==> src/rtl/truth_table_sequencer.sv <==
// Walks every input combination onto a combinational block, captures its output per row and
// compares the captured table against an expected table.
module truth_table_sequencer #(
  parameter int unsigned N_IN   = 3,
  parameter int unsigned SETTLE = 1
) (
  input  logic                   clk,
  input  logic                   reset,
  input  logic                   start,
  input  logic [(1<<N_IN)-1:0]   expected,
  input  logic                   y_in,
  output logic [N_IN-1:0]        abc_out,
  output logic                   busy,
  output logic                   done,
  output logic [(1<<N_IN)-1:0]   captured,
  output logic                   pass,
  output logic [N_IN:0]          mismatch_count,
  output logic                   fail_valid,
  output logic [N_IN-1:0]        first_fail_idx
);

  localparam int unsigned Rows = 1 << N_IN;
  localparam int unsigned PhW  = (SETTLE > 0) ? $clog2(SETTLE + 1) : 1;
  localparam logic [PhW-1:0]  PhLast  = PhW'(SETTLE);
  localparam logic [N_IN-1:0] IdxLast = N_IN'(Rows - 1);

  typedef enum logic [1:0] {StIdle, StRun, StDone} state_e;

  state_e          state_q;
  logic [N_IN-1:0] idx_q;
  logic [PhW-1:0]  phase_q;
  logic            row_bad;
  logic [N_IN:0]   mm_next;

  assign row_bad = y_in ^ expected[idx_q];
  assign mm_next = mismatch_count + (N_IN + 1)'(row_bad);

  always_ff @(posedge clk) begin
    if (reset) begin
      state_q        <= StIdle;
      idx_q          <= '0;
      phase_q        <= '0;
      abc_out        <= '0;
      busy           <= 1'b0;
      done           <= 1'b0;
      captured       <= '0;
      pass           <= 1'b0;
      mismatch_count <= '0;
      fail_valid     <= 1'b0;
      first_fail_idx <= '0;
    end else begin
      done <= 1'b0;
      unique case (state_q)
        StIdle: begin
          if (start) begin
            state_q        <= StRun;
            idx_q          <= '0;
            phase_q        <= '0;
            abc_out        <= '0;
            busy           <= 1'b1;
            captured       <= '0;
            pass           <= 1'b0;
            mismatch_count <= '0;
            fail_valid     <= 1'b0;
            first_fail_idx <= '0;
          end
        end
        StRun: begin
          if (phase_q != PhLast) begin
            phase_q <= phase_q + PhW'(1);
          end else begin
            captured[idx_q] <= y_in;
            mismatch_count  <= mm_next;
            if (row_bad && !fail_valid) begin
              first_fail_idx <= idx_q;
              fail_valid     <= 1'b1;
            end
            if (idx_q == IdxLast) begin
              state_q <= StDone;
              busy    <= 1'b0;
              done    <= 1'b1;
              abc_out <= '0;
              // Uses the post-update count so the final row's compare is included.
              pass    <= (mm_next == '0);
            end else begin
              idx_q   <= idx_q + N_IN'(1);
              phase_q <= '0;
              abc_out <= idx_q + N_IN'(1);
            end
          end
        end
        StDone: begin
          state_q <= StIdle;
        end
        default: begin
          state_q <= StIdle;
        end
      endcase
    end
  end

endmodule

==> config.mk <==
export PLATFORM = sky130hd
export DESIGN_NAME = truth_table_sequencer
export DESIGN_NICKNAME = d
export VERILOG_FILES = /design/src/rtl/truth_table_sequencer.sv
export SDC_FILE = /design/constraint.sdc
export NUM_CORES = 1
export LEC_CHECK = 0
export BUFFER_PORTS_ARGS = -buffer_cell sky130_fd_sc_hd__buf_4
export CORE_ASPECT_RATIO = 1.1
export CORE_MARGIN = 1.5
export CORE_UTILIZATION = 25
export CTS_BUF_LIST = sky130_fd_sc_hd__clkbuf_8
export DETAILED_ROUTE_END_ITERATION = 16
export RECOVER_POWER = 50
export SLEW_MARGIN = 20
export SYNTH_ARGS = -nofsm -noshare
export SYNTH_HDL_FRONTEND = slang
export SYNTH_SLANG_ARGS = --single-unit
==> constraint.sdc <==
create_clock -name clk -period 3.1 [get_ports clk]
set_input_delay 0.31 -clock clk [delete_from_list [all_inputs] [get_ports clk]]
set_output_delay 0.31 -clock clk [all_outputs]
set_load 0.05 [all_outputs]
==> results_dict.tcl <==
set metrics [dict create \
    grt_pass1_wl_mm 5.644 \
    cts_tree "done" \
    clock_path_buffers 2 \
    grt_overflow_total 0 \
    synth_area_leaders "dfxtp_1 (41%), a21oi_1 (8.7%), mux2i_1 (5.8%)" \
    ys_warn_count 0 \
    grt_max_degree 30 \
    crit_buf_inv 0 \
    viasPerCell 4.648 \
    clk_pin_slew_worst_paths_ns 0.11 \
    first_pass_iters 4 \
    tns_ns 0 \
    post_cts_buffers 0 \
    num_rows 28 \
    hold_viol 0 \
    hp-class "input pin to flip-flop" \
    ys_seq_area_frac 0.4076 \
    wire_per_inst_microns 12.97 \
    core_area_sq_um 5325 \
    min_from "reset" \
    maxSlewHeadroom 0.5951 \
    crit_top_cell "ha_1" \
    start_util 0.2582 \
    numCtsBuffers 3 \
    first_iter_violations 112 \
    min_to "idx_q[0]" \
    skew_ns 0.01314 \
    final-seq-area_sq_um 560.5 \
    grt.total_usage 0.1213 \
    cts.hold.buffers_added 0 \
    maxSlewViolCount 0 \
    drt-total-wl_mm 3.384 \
    dieHeight_microns 80.79 \
    hold_depth 2 \
    postRouteAntennaNets 0 \
    clk-insertion-delay-late_ns 0.28 \
    cts.repair.resized 0 \
    crit_type "flip-flop to flip-flop" \
    areaGrowthSynthToFinish_pct 20.20 \
    crit_arrival_ns 2.78 \
    crit_fanout 13 \
    dp.cells 257 \
    r2r-end "pass" \
    portBuffers 33 \
    fmax_ghz 0.3886 \
    crit_family "multiplexers" \
    nets 203 \
    grt_pass1_vias 1150 \
    crit_chain "mux2i_1 > mux4_2 > xnor2_1 > ha_1 > ha_1 > nor4_1 > nand3_1 > a21oi_1" \
    antenna_cells 0 \
    p_leak_nw 0.5763 \
    synthDistinctLibCells 36 \
    antenna_found_initial 0 \
    die_area_sq_um 5955 \
    gp_congestion 0.7637 \
    fin_util 0.3104 \
    synth.largest_area_cell "dfxtp_1" \
    ir_worst_vdd_mv 0.1917 \
    multi_input_area_sq_um 758.2 \
    worst-slew-pin-transition_ns 0.6100 \
    setup_viol 0 \
    die_width_microns 73.71 \
    dp_hpwl_mm 2.419 \
    outcome "finished clean" \
    maxCapViolations 0 \
    instances_no_fill 261 \
    cp_data_required_time_ns 3.31 \
    syn_area_per_cell_sq_um 8.541 \
    period_minus_slack_ns 2.573 \
    period_share 0.8300 \
    layout-drive-gt1-share 0.1022 \
    synthesis.area_sq_um 1375 \
    htree_num_levels 1 \
    clock-sinks 28 \
    cp_slowest_stage_delay_ns 0.65 \
    cp-end-kind "flip-flop" \
    root_buffer "clkbuf_8" \
    vias 1213 \
    reg2reg_from "idx_q[0]" \
    timing.reg2reg.setup_slack_ns 0.53 \
    syn_inst 161 \
    synth_top_area_share 0.4076 \
    power_density_nw_per_um2 449.6 \
    fillers 603 \
    route.detailed.drc 0 \
    ys_ff_latch 28 \
    rsz0062_at_grt "false" \
    ff2ff_path_depth 8 \
    crit_slowest_cell "dfxtp_1" \
    synth_nets 177 \
    io_pins 34 \
    startpoint_type "flip-flop" \
]
-- worst max-delay path by stage --
| stage | from | to | slack, ns | cells past startpoint |
|---|---|---|---|---|
| 3_5_place_dp | idx_q[0] | pass | 0.58 | 8 |
| 6_report | idx_q[0] | pass | 0.53 | 8 |
| 3_3_place_gp | idx_q[0] | pass | 0.70 | 8 |
| 4_1_cts | idx_q[0] | pass | 0.54 | 8 |
| 2_1_floorplan | idx_q[2] | pass | 0.80 | 8 |
| 5_1_grt | idx_q[0] | pass | 0.35 | 8 |
-- synth_stat cells, drive strengths merged --
library cell and number:
mux2i 8, xor2 2, a211oi 1, nor4 2
nand3b 3, inv 1, nor2 7, a311oi 1
nand2 17, clkbuf 11, nor2b 5, o21ba 1
nor3b 1, mux2 1, buf 1, o31a 1
o21ai 13, or2 1, and3b 1, and3 2
a31oi 2, o21bai 2, nor4b 1, nand2b 5
a21oi 24, nand4b 3, o21a 1, dfxtp 28
a22oi 1, mux4 1, ha 4, xnor2 1
nand3 4, nor3 3, or2b 1
-- cell usage in the layout, fill, tap and decap left out, types with 2 or more instances in the layout --
| cell | synthesis | final |
|---|---|---|
| dfxtp_1 | 28 | 28 |
| a21oi_1 | 24 | 24 |
| clkbuf_1 | 11 | 22 |
| nand2_1 | 17 | 17 |
| o21ai_0 | 13 | 13 |
| buf_4 | 0 | 11 |
| mux2i_1 | 8 | 8 |
| nor2_1 | 7 | 7 |
| nand2b_1 | 5 | 5 |
| nor2b_1 | 5 | 5 |
| nand3_1 | 4 | 4 |
| ha_1 | 4 | 4 |
| nand3b_1 | 3 | 3 |
| nand4b_1 | 3 | 3 |
| nor3_1 | 3 | 3 |
| clkbuf_8 | 0 | 3 |
| a31oi_1 | 2 | 2 |
| nor4_1 | 2 | 2 |
| o21bai_1 | 2 | 2 |
| xor2_1 | 2 | 2 |
-- cell type report --
class | instances | area share
Multi-Input combinational cell | 120 | 0.4587
Sequential cell | 28 | 0.3391
Timing Repair Buffer | 33 | 0.09992
Tap cell | 75 | 0.05678
Clock buffer | 3 | 0.02498
Clock inverter | 1 | 0.01817
Inverter | 1 | 0.002271
-- layer usage --
metal,up-vias,track usage,share of wire
li1,623,-,-
met4,0,0.02963,0.0050
met5,-,0,0
met2,33,0.1847,0.44
met1,555,0.1738,0.49
met3,2,0.02605,0.059
-- registers in the layout, summed over array words and instances (netlist names) --
signal	flops
abc_out	3
busy	1
captured	8
done	1
fail_valid	1
first_fail_idx	3
idx_q	3
mismatch_count	4
pass	1
phase_q	1
state_q	2
-- where the power goes --
| group | total, mW | leakage (nW) | switching, mW | internal (mW) |
|---|---|---|---|---|
| Sequential | 0.374 | 0.226 | 0.00931 | 0.365 |
| Combinational | 0.0753 | 0.314 | 0.0461 | 0.0292 |
| Clock | 0.294 | 0.0357 | 0.121 | 0.173 |
| Total | 0.743 | 0.576 | 0.176 | 0.567 |
-- logic make-up after synthesis --
logic type               synth area share
buffers and inverters             0.04094
AO/OA/AOI/OAI                      0.1911
flip-flops                         0.4076
AND/OR/NAND/NOR                    0.2193
XOR/XNOR                          0.01911
adder cells (fa/ha/maj)           0.03640
multiplexers                      0.08553
-- metrics by stage --
stage	instance area (sq um)	power, mW	worst slack [ns]	hold slack (ns)
floorplan	1375	0.4330	0.7995	0.4936
global placement	1664	0.4599	0.6951	0.4425
detailed placement	1664	0.4600	0.5798	0.4543
CTS	1735	0.7533	0.5411	0.3859
global route	1653	0.7757	0.3510	0.4004
finish	1653	0.7432	0.5270	0.3868
Power figures use the tool's default switching activity.
